**config.mk**
```make
export PLATFORM = sky130hd
export DESIGN_NAME = dadda_mac_accum
export DESIGN_NICKNAME = d
export VERILOG_FILES = /design/src/rtl/mac_pkg.sv /design/src/rtl/mac_sat_add.sv /design/src/rtl/dadda_mac_accum.sv
export SDC_FILE = /design/constraint.sdc
export NUM_CORES = 1
export LEC_CHECK = 0
export ABC_AREA = 1
export CAP_MARGIN = 20
export CORE_MARGIN = 3
export CORE_UTILIZATION = 65
export DETAILED_ROUTE_END_ITERATION = 7
export DONT_BUFFER_PORTS = 1
export PLACE_DENSITY_LB_ADDON = 0.05
export SLEW_MARGIN = 40
export SYNTH_ARGS = -nofsm -noshare
export SYNTH_HDL_FRONTEND = slang
export SYNTH_SLANG_ARGS = --single-unit
```
**constraint.sdc**
```tcl
create_clock -name clk -period 3 [get_ports clk]
set_clock_uncertainty 0.2 [all_clocks]
set_input_delay 0.75 -clock clk [delete_from_list [all_inputs] [get_ports clk]]
set_output_delay 0.75 -clock clk [all_outputs]
set_load 0.05 [all_outputs]
```
**src/rtl/mac_pkg.sv**
```systemverilog
// mac_pkg: shared defaults and state type for the Dadda product accumulator
package mac_pkg;
  localparam int ACC_W_DEF = 40;
  localparam int CNT_W_DEF = 8;
  typedef enum logic {ACCUM, HOLD} state_t;
endpackage

```
**src/rtl/mac_sat_add.sv**
```systemverilog
// mac_sat_add: W-bit unsigned adder with carry-out, clamping to all-ones on carry when SAT!=0
//   i_a, i_b : addends
//   o_sum    : sum (clamped or wrapped)
//   o_ovf    : carry-out of the raw addition
module mac_sat_add #(
  parameter int W   = 40,
  parameter int SAT = 1
) (
  input  logic [W-1:0] i_a,
  input  logic [W-1:0] i_b,
  output logic [W-1:0] o_sum,
  output logic         o_ovf
);
  logic [W:0] w_raw;
  assign w_raw = {1'b0, i_a} + {1'b0, i_b};
  assign o_ovf = w_raw[W];
  assign o_sum = (SAT != 0 && o_ovf) ? '1 : w_raw[W-1:0];
endmodule

```
**src/rtl/dadda_mac_accum.sv**
```systemverilog
// dadda_mac_accum: accumulates a frame of 32-bit products, one result per frame on valid/ready
//   clk, rst_n          : clock, async active-low reset
//   in_valid/in_ready   : product beat handshake; in_prod value, in_last ends the frame
//   clr                 : clears running sum/count/overflow (applied before a same-cycle beat)
//   out_valid/out_ready : frame result handshake; out_acc sum, out_cnt terms, out_ovf overflow
module dadda_mac_accum
  import mac_pkg::*;
#(
  parameter int ACC_W = ACC_W_DEF,
  parameter int CNT_W = CNT_W_DEF,
  parameter int SAT   = 1
) (
  input  logic             clk,
  input  logic             rst_n,
  input  logic             in_valid,
  output logic             in_ready,
  input  logic [31:0]      in_prod,
  input  logic             in_last,
  input  logic             clr,
  output logic             out_valid,
  input  logic             out_ready,
  output logic [ACC_W-1:0] out_acc,
  output logic [CNT_W-1:0] out_cnt,
  output logic             out_ovf
);
  state_t           r_state, w_state_nxt;
  logic [ACC_W-1:0] r_acc, w_acc_base, w_acc_sum;
  logic [CNT_W-1:0] r_cnt, w_cnt_base, w_cnt_nxt;
  logic             r_ovf, w_ovf_base, w_ovf_nxt, w_add_ovf, w_accept, w_load;
  assign w_accept   = in_valid && in_ready;
  assign w_load     = w_accept && in_last;
  // clr takes effect before any beat accepted in the same cycle
  assign w_acc_base = clr ? '0 : r_acc;
  assign w_cnt_base = clr ? '0 : r_cnt;
  assign w_ovf_base = clr ? 1'b0 : r_ovf;
  mac_sat_add #(.W(ACC_W), .SAT(SAT)) u_add (
    .i_a  (w_acc_base),
    .i_b  ({{(ACC_W-32){1'b0}}, in_prod}),
    .o_sum(w_acc_sum),
    .o_ovf(w_add_ovf)
  );
  assign w_cnt_nxt = (&w_cnt_base) ? w_cnt_base : w_cnt_base + CNT_W'(1);
  assign w_ovf_nxt = w_ovf_base | w_add_ovf | (&w_cnt_base);
  always_ff @(posedge clk or negedge rst_n)
    if (!rst_n) r_state <= ACCUM;
    else        r_state <= w_state_nxt;
  // a last beat accepted while draining reloads the slot with no bubble
  always_comb
    w_state_nxt = w_load ? HOLD : (out_ready ? ACCUM : r_state);
  always_comb begin
    out_valid = (r_state == HOLD);
    in_ready  = !out_valid || out_ready;
  end
  always_ff @(posedge clk or negedge rst_n) begin
    if (!rst_n) begin
      r_acc   <= '0;
      r_cnt   <= '0;
      r_ovf   <= 1'b0;
      out_acc <= '0;
      out_cnt <= '0;
      out_ovf <= 1'b0;
    end else begin
      if (w_accept) begin
        r_acc <= w_load ? '0 : w_acc_sum;
        r_cnt <= w_load ? '0 : w_cnt_nxt;
        r_ovf <= w_load ? 1'b0 : w_ovf_nxt;
      end else if (clr) begin
        r_acc <= '0;
        r_cnt <= '0;
        r_ovf <= 1'b0;
      end
      if (w_load) begin
        out_acc <= w_acc_sum;
        out_cnt <= w_cnt_nxt;
        out_ovf <= w_ovf_nxt;
      end
    end
  end
endmodule

```
==> results of run 1 <==
==> synthesized netlist by cell type, types with 9 or more instances <==
cell type / count / area share [%]
a21oi_1: 27 / 1.8
clkbuf_1: 13 / 0.66
dfrtp_1: 99 / 34
ha_1: 33 / 5.6
inv_1: 196 / 10
nand2_1: 541 / 28
nand2_4: 10 / 1.5
nand3_1: 65 / 4.4
nand4_1: 9 / 0.76
nor2_1: 106 / 5.4
o21ai_0: 20 / 1.4
xor2_1: 20 / 2.4
==> logic make-up after synthesis <==
logic type               synth area share [%]
AO/OA/AOI/OAI                            3.70
XOR/XNOR                                 2.37
adder cells (fa/ha/maj)                  5.87
buffers and inverters                    12.2
flip-flops                               33.6
AND/OR/NAND/NOR                          42.3
==> state kept, by name, indices dropped and copies added, names as in the netlist <==
| name | cells |
|---|---|
| out_cnt | 8 |
| r_cnt | 8 |
| out_acc | 40 |
| out_valid | 1 |
| r_acc | 40 |
| out_ovf | 1 |
| r_ovf | 1 |
==> worst min path at each step <==
stage | from | endpoint | slack, ns | depth (start not counted)
2_1_floorplan | rst_n | out_acc[0] | 0.25 | 0
3_3_place_gp | rst_n | out_acc[5] | 0.26 | 0
3_5_place_dp | rst_n | out_acc[5] | 0.26 | 0
4_1_cts | rst_n | r_acc[6] | -0.12 | 0
5_1_grt | rst_n | out_acc[5] | -0.13 | 0
6_report | rst_n | r_acc[3] | -0.12 | 0
==> power by group <==
| part | total [W] | switching, W | leakage, nW | internal [W] |
|---|---|---|---|---|
| Combinational | 0.000774 | 0.000507 | 3.30 | 0.000267 |
| Clock | 0.00124 | 0.000558 | 0.153 | 0.000685 |
| Sequential | 0.00191 | 0.000444 | 1.31 | 0.00147 |
==> layout by cell type (no fill, tap or decap), types with 2 or more instances in the layout <==
| cell type | instances |
|---|---|
| a21oi_1 | 25 |
| a21oi_2 | 2 |
| and2_1 | 2 |
| buf_12 | 3 |
| buf_4 | 24 |
| clkbuf_16 | 9 |
| dfrtp_1 | 99 |
| ha_1 | 33 |
| inv_1 | 195 |
| inv_2 | 5 |
| inv_6 | 2 |
| nand2_1 | 540 |
| nand2_2 | 7 |
| nand2_4 | 10 |
| nand3_1 | 65 |
| nand3_2 | 2 |
| nand4_1 | 9 |
| nor2_1 | 105 |
| nor2_2 | 2 |
| nor2_4 | 2 |
| nor3_1 | 7 |
| nor3_2 | 2 |
| nor4_1 | 2 |
| o21ai_0 | 20 |
| o21ai_1 | 2 |
| o22ai_1 | 2 |
| or2_2 | 2 |
| xor2_1 | 20 |
==> routing by layer <==
metal  part of all wire, %  routed length, um
met5                     0                  0
met4                   4.5                894
met3                   5.9               1180
met2                    47               9470
met1                    43               8540
==> per-stage QoR <==
step	power (W)	utilization (%)	setup slack [ns]	hold WS (ns)	std cells
2_1_floorplan	0.00250	-	0.00856	0.254	1195
3_3_place_gp	0.00268	69.8	0.0807	0.256	1334
3_5_place_dp	0.00270	70.2	0.0526	0.257	1336
4_1_cts	0.00394	73.0	0.377	-0.121	1352
5_1_grt	0.00412	73.0	0.208	-0.128	1352
6_report	0.00393	73.0	0.368	-0.115	1352
==> worst max-delay path: stages (launching register included) <==
cell	delay, ns
dfrtp_1	0.36
inv_1	0.06
nor2_1	0.05
ha_1	0.21
fa_1	0.39
nand2_1	0.11
nand3_1	0.10
nand3_2	0.08
nand2_2	0.06
nand2_1	0.07
nand2_2	0.07
nand3_2	0.08
nand2_2	0.06
nand2_2	0.10
buf_4	0.19
buf_12	0.16
nand2_4	0.05
nand2_1	0.07
nand2_1	0.06
==> area by class of cell <==
type	count	area [um2]
multi-input cells	867	4020
fillers	954	2960
flip-flops and latches	99	2480
inverters	201	754
repair buffers	29	283
clock buffers	11	243
well taps	140	175
clock inverters	5	67.6
==> metrics.json, run 1 <==
{
  "worst_ep_arrival_time": {"value": 2.68, "unit": "ns"},
  "layout_worst_path_cycle_share": {"value": 87.7, "unit": "%"},
  "gr-usage-met2": {"value": 54.5, "unit": "%"},
  "grt.met3_usage": {"value": 5.07, "unit": "%"},
  "syn-cell-area": {"value": 7380, "unit": "um2"},
  "synth_cells": {"value": 1195},
  "timing.hold.ws": {"value": -0.115, "unit": "ns"},
  "critical_path.endpoint": {"value": "out_acc[3]"},
  "clkTransAtPathRegs": {"value": 0.07, "unit": "ns"},
  "synth_seq_cells": {"value": 99},
  "max_clock_freq": {"value": 380, "unit": "MHz"},
  "grt.busiest_layer": {"value": "met2"},
  "start_util": {"value": 67.2, "unit": "%"},
  "worst_setup_path_start_kind": {"value": "flip-flop"},
  "slew-limit-headroom": {"value": 59.8, "unit": "%"},
  "ys.warnings.count": {"value": 0},
  "rsz0062_at_grt": {"value": "false"},
  "max-cap-violations": {"value": 0},
  "cts_inserted_buffers": {"value": 9},
  "rrSetupSlack": {"value": 0.37, "unit": "ns"},
  "worst_setup_path_end_kind": {"value": "flip-flop"},
  "failed_checks": {"value": "negative hold slack"},
  "number_of_gates_resized_after_cts": {"value": 0},
  "placed_area": {"value": 7710, "unit": "um2"},
  "worstHoldPathType": {"value": "in2async"},
  "chipHeight": {"value": 113, "unit": "um"},
  "setup-violations-final": {"value": 0},
  "insertedDiodeCount": {"value": 0},
  "postSynthNetCount": {"value": 1267},
  "final_layout_size_suffix_gt1_share": {"value": 6.52, "unit": "%"},
  "ys_dominant_reg_cell": {"value": "dfrtp_1"},
  "status": {"value": "finished, violations left"},
  "start_of_the_worst_register_to_register_path": {"value": "r_acc[0]"},
  "clock_path_buffers": {"value": 2},
  "leakagePower": {"value": 4.76, "unit": "nW"},
  "fin_tns_setup": {"value": 0, "unit": "ns"},
  "site_row_count": {"value": 38},
  "first_global_vias": {"value": 6951},
  "cts_tree": {"value": "yes"},
  "vias_per_cell": {"value": 5.26},
  "grt_pass1_wl": {"value": 33100, "unit": "um"},
  "initial_antenna_violation_count": {"value": 0},
  "overall_track_demand_over_capacity_in_global_routing": {"value": 32.5, "unit": "%"},
  "drt_pass1_iterations": {"value": 5},
  "grt_max_degree": {"value": 100},
  "required": {"value": 3.05, "unit": "ns"},
  "clock_latency": {"value": 0.35, "unit": "ns"},
  "routed_wl": {"value": 20100, "unit": "um"},
  "final_area": {"value": 8020, "unit": "um2"},
  "htree_num_levels": {"value": 3},
  "timing_max_transition_violations_final": {"value": 0},
  "dieWidth": {"value": 113, "unit": "um"},
  "timing.reg2reg.worst_path_depth": {"value": 18},
  "detail_route.wl_per_cell": {"value": 14.9, "unit": "um"},
  "ys_seq_area_share": {"value": 33.6, "unit": "%"},
  "core_footprint": {"value": 11000, "unit": "um2"},
  "gp_congestion": {"value": 0.993},
  "m1_gr_usage": {"value": 40.7, "unit": "%"},
  "cts_root_buffer": {"value": "clkbuf_16"},
  "port_buffers": {"value": 0},
  "period_needed": {"value": 2.63, "unit": "ns"},
  "number_of_hold_slack_violations_in_the_final_timing_report": {"value": 99},
  "drt_iter0_drcs": {"value": 687},
  "p_r_area_growth_vs_syn": {"value": 8.72, "unit": "%"},
  "detailedPlacementHpwl": {"value": 15200, "unit": "um"},
  "pin_count": {"value": 89},
  "globalRouteOverflowTotal": {"value": 0},
  "post_cts_buffers": {"value": 0},
  "yosysUniqueCellTypes": {"value": 36},
  "synth-edff-count": {"value": 0},
  "setup.worst_path.class": {"value": "reg2reg"},
  "fin_nets": {"value": 1279},
  "power-per-cell-area": {"value": 490, "unit": "nW/um2"},
  "drtAntennaViolNets": {"value": 0},
  "post_synth.cell_area_avg": {"value": 6.17, "unit": "um2"},
  "route.detailed.drc": {"value": 0},
  "async_reset_ff_share": {"value": 100, "unit": "%"},
  "regToRegEndpoint": {"value": "out_acc[3]"},
  "ir_drop": {"value": 0.451, "unit": "mV"},
  "cp-startpoint": {"value": "r_acc[0]"},
  "via_count": {"value": 7107},
  "dieArea": {"value": 12700, "unit": "um2"},
  "tightestPinTransition": {"value": 0.602, "unit": "ns"},
  "cts_num_sinks": {"value": 99},
  "critical_path_peak_fanout": {"value": 8}
}
Note: power is estimated with default switching activity, not from simulation.
==> run 2: changes to the inputs <==
==> constraint.sdc (replaced) <==
create_clock -name clk -period 3 [get_ports clk]
set_clock_uncertainty 0.2 [all_clocks]
set_input_delay 0.75 -clock clk [delete_from_list [all_inputs] [get_ports clk]]
set_output_delay 0.75 -clock clk [all_outputs]
set_load 0.02 [all_outputs]
==> run 2 against run 1 <==
  * The flow still finishes with violations (negative hold slack)
  * Flip-flop and latch count unchanged
  * Cell count decreased by 0.44%
  * First-iteration DRC count decreased by 12%
  * Largest power group unchanged
==> metrics.json, run 2 (same netlist as run 1, synthesis figures left out) <==
{
  "fin_ws": {"value": 0.352, "unit": "ns"},
  "max_clock_freq": {"value": 378, "unit": "MHz"},
  "cp.buffers_inverters": {"value": 3},
  "start_util": {"value": 67.2, "unit": "%"},
  "post_cts_buffers": {"value": 0},
  "tightestPinTransition": {"value": 0.587, "unit": "ns"},
  "ir_drop": {"value": 0.501, "unit": "mV"},
  "final_area": {"value": 7950, "unit": "um2"},
  "cts_tree": {"value": "yes"},
  "total_switching_power": {"value": 0.00126, "unit": "W"},
  "clock_latency": {"value": 0.36, "unit": "ns"},
  "worst_setup_path_end_kind": {"value": "flip-flop"},
  "overall_track_demand_over_capacity_in_global_routing": {"value": 32.8, "unit": "%"},
  "dieArea": {"value": 12700, "unit": "um2"},
  "placed_area": {"value": 7650, "unit": "um2"},
  "required": {"value": 3.05, "unit": "ns"},
  "detailedPlacementHpwl": {"value": 15300, "unit": "um"},
  "timing.hold.ws": {"value": -0.125, "unit": "ns"},
  "fin_tns_setup": {"value": 0, "unit": "ns"},
  "first_global_vias": {"value": 6925},
  "failed_checks": {"value": "negative hold slack"},
  "peak_per_stage_delay_on_the_critical_path": {"value": 0.41, "unit": "ns"},
  "chipHeight": {"value": 113, "unit": "um"},
  "setup-violations-final": {"value": 0},
  "clkTransAtPathRegs": {"value": 0.07, "unit": "ns"},
  "worst_ep_arrival_time": {"value": 2.69, "unit": "ns"},
  "worstPathCellList": {"value": "inv_1 -> nor2_1 -> ha_1 -> fa_1 -> nand2_1 -> nand3_1 -> nand3_2 -> nand2_2 -> nand2_1 -> nand2_2 -> nand3_2 -> nand2_2 -> nand2_2 -> buf_12 -> buf_4 -> nand2_4 -> nand2_1 -> nand2_1"},
  "detail_route.wl_per_cell": {"value": 14.9, "unit": "um"},
  "worst_setup_path_start_kind": {"value": "flip-flop"},
  "drt_iter0_drcs": {"value": 605},
  "timing.reg2reg.worst_path_depth": {"value": 18},
  "number_of_gates_resized_after_cts": {"value": 0},
  "pwr-share-seq": {"value": 46.2, "unit": "%"},
  "critical_path_peak_fanout": {"value": 12},
  "power-per-cell-area": {"value": 460, "unit": "nW/um2"},
  "cts_num_sinks": {"value": 99},
  "routed_wl": {"value": 20000, "unit": "um"},
  "worstHoldPathType": {"value": "in2async"},
  "grt_pass1_wl": {"value": 33200, "unit": "um"},
  "route.detailed.drc": {"value": 0},
  "p_r_area_growth_vs_syn": {"value": 7.80, "unit": "%"},
  "core_footprint": {"value": 11000, "unit": "um2"},
  "layout_worst_path_cycle_share": {"value": 88.3, "unit": "%"},
  "critPathTopFamily": {"value": "simple AND/OR/NAND/NOR gates"},
  "pre_cts_slack": {"value": 0.0439, "unit": "ns"},
  "top_regs": {"value": "out_acc: 40 flops, r_acc: 40 flops"},
  "leakagePower": {"value": 4.73, "unit": "nW"},
  "rsz0062_at_grt": {"value": "false"},
  "drtAntennaViolNets": {"value": 0},
  "globalRouteOverflowTotal": {"value": 0},
  "layout.cells.most_common": {"value": "nand2_1"},
  "gp_congestion": {"value": 0.980},
  "power.internal": {"value": 0.00239, "unit": "W"},
  "cts_root_buffer": {"value": "clkbuf_16"},
  "max-cap-violations": {"value": 0},
  "status": {"value": "finished, violations left"},
  "slew-limit-headroom": {"value": 60.9, "unit": "%"},
  "setup.worst_path.class": {"value": "reg2reg"},
  "power_switching_share": {"value": 34.6, "unit": "%"},
  "drt_pass1_iterations": {"value": 6},
  "site_row_count": {"value": 38},
  "layout.cells.most_common_list": {"value": "nand2_1, inv_1, nor2_1"},
  "via_count": {"value": 7116},
  "timing.critical_path.depth": {"value": 18},
  "cts_inserted_buffers": {"value": 9},
  "timing_max_transition_violations_final": {"value": 0},
  "initial_antenna_violation_count": {"value": 0},
  "combinationalPowerShare": {"value": 20.6, "unit": "%"},
  "port_buffers": {"value": 0},
  "htree_num_levels": {"value": 3},
  "critPathSlowestCell": {"value": "fa_1"},
  "vias_per_cell": {"value": 5.29},
  "dieWidth": {"value": 113, "unit": "um"},
  "pin_count": {"value": 89},
  "pwr-share-clk": {"value": 33.2, "unit": "%"},
  "final_layout_size_suffix_gt1_share": {"value": 5.97, "unit": "%"},
  "grt_max_degree": {"value": 100},
  "insertedDiodeCount": {"value": 0},
  "number_of_hold_slack_violations_in_the_final_timing_report": {"value": 99},
  "period_needed": {"value": 2.65, "unit": "ns"},
  "clock_path_buffers": {"value": 2},
  "fin_nets": {"value": 1273}
}
-- run 2: changes by cell type in the layout (fill, tap and decap cells not counted), sizes merged --
cell / delta
clkinvlp: +1
clkbuf: -1
buf: -6
-- run 2: path summary, 6_finish.rpt --
kind	endpoint	slack [ns]	from
max	out_acc[4]	0.35	r_acc[0]
min	r_acc[6]	-0.13	rst_n
max reg2reg	out_acc[4]	0.35	r_acc[0]
min reg2reg	r_ovf	0.32	r_ovf
max in group asynchronous	out_acc[38]	2.60	rst_n
min in group clk	r_ovf	0.32	r_ovf
-- run 2: per-stage QoR --
stage                     cells  power [W]  util, %  hold WS, ns
after global placement     1328    0.00244     69.3        0.256
after detailed placement   1330    0.00246     69.7        0.257
after floorplan            1195    0.00227        -        0.254
after CTS                  1346    0.00366     72.4       -0.127
final                      1346    0.00366     72.4       -0.125
after global routing       1346    0.00383     72.4       -0.133
-- run 2: final cells by class --
class	count	area, um2
tap	140	175
clock buffer	10	229
clock inverter	6	71.3
timing repair buffer	23	225
multi-input combinational	867	4020
sequential	99	2480
fill	961	3030
inverter	201	754
-- run 2: power groups by stage --
stage                     clock, W  sequential [W]  combinational, W
after detailed placement         0         0.00172          0.000743
after global routing       0.00126         0.00170          0.000865
after floorplan                  0         0.00169          0.000580
final                      0.00121         0.00169          0.000754
after CTS                  0.00122         0.00169          0.000750
after global placement           0         0.00171          0.000726
-- run 2: worst reg2reg max path, cell delays in order, from the launching register on --
cell and delay (ns):
dfrtp_1 0.37, inv_1 0.05, nor2_1 0.04, ha_1 0.22
fa_1 0.41, nand2_1 0.11, nand3_1 0.10, nand3_2 0.09
nand2_2 0.06, nand2_1 0.07, nand2_2 0.07, nand3_2 0.08
nand2_2 0.06, nand2_2 0.11, buf_12 0.16, buf_4 0.19
nand2_4 0.05, nand2_1 0.05, nand2_1 0.05
-- run 2: routing by layer --
layer | GRT usage, % | share of wire [%] | wire [um] | vias up
met1 | 40.3 | 41 | 8270 | 3204
met2 | 56.1 | 48 | 9580 | 255
met4 | 13.5 | 3.8 | 771 | 0
li1 | - | - | - | 3601
met3 | 6.95 | 7.1 | 1420 | 56
met5 | 0 | 0 | 0 | -
==> run 3: changes to the inputs <==
--- a/config.mk
+++ b/config.mk
@@ -12,6 +12,8 @@
 export DETAILED_ROUTE_END_ITERATION = 7
 export DONT_BUFFER_PORTS = 1
 export PLACE_DENSITY_LB_ADDON = 0.05
+export RECOVER_POWER = 25
+export SKIP_LAST_GASP = 1
 export SLEW_MARGIN = 40
 export SYNTH_ARGS = -nofsm -noshare
 export SYNTH_HDL_FRONTEND = slang
==> results of run 3 <==
Same layout as run 2: the final DEF is identical, and so are final timing and power.
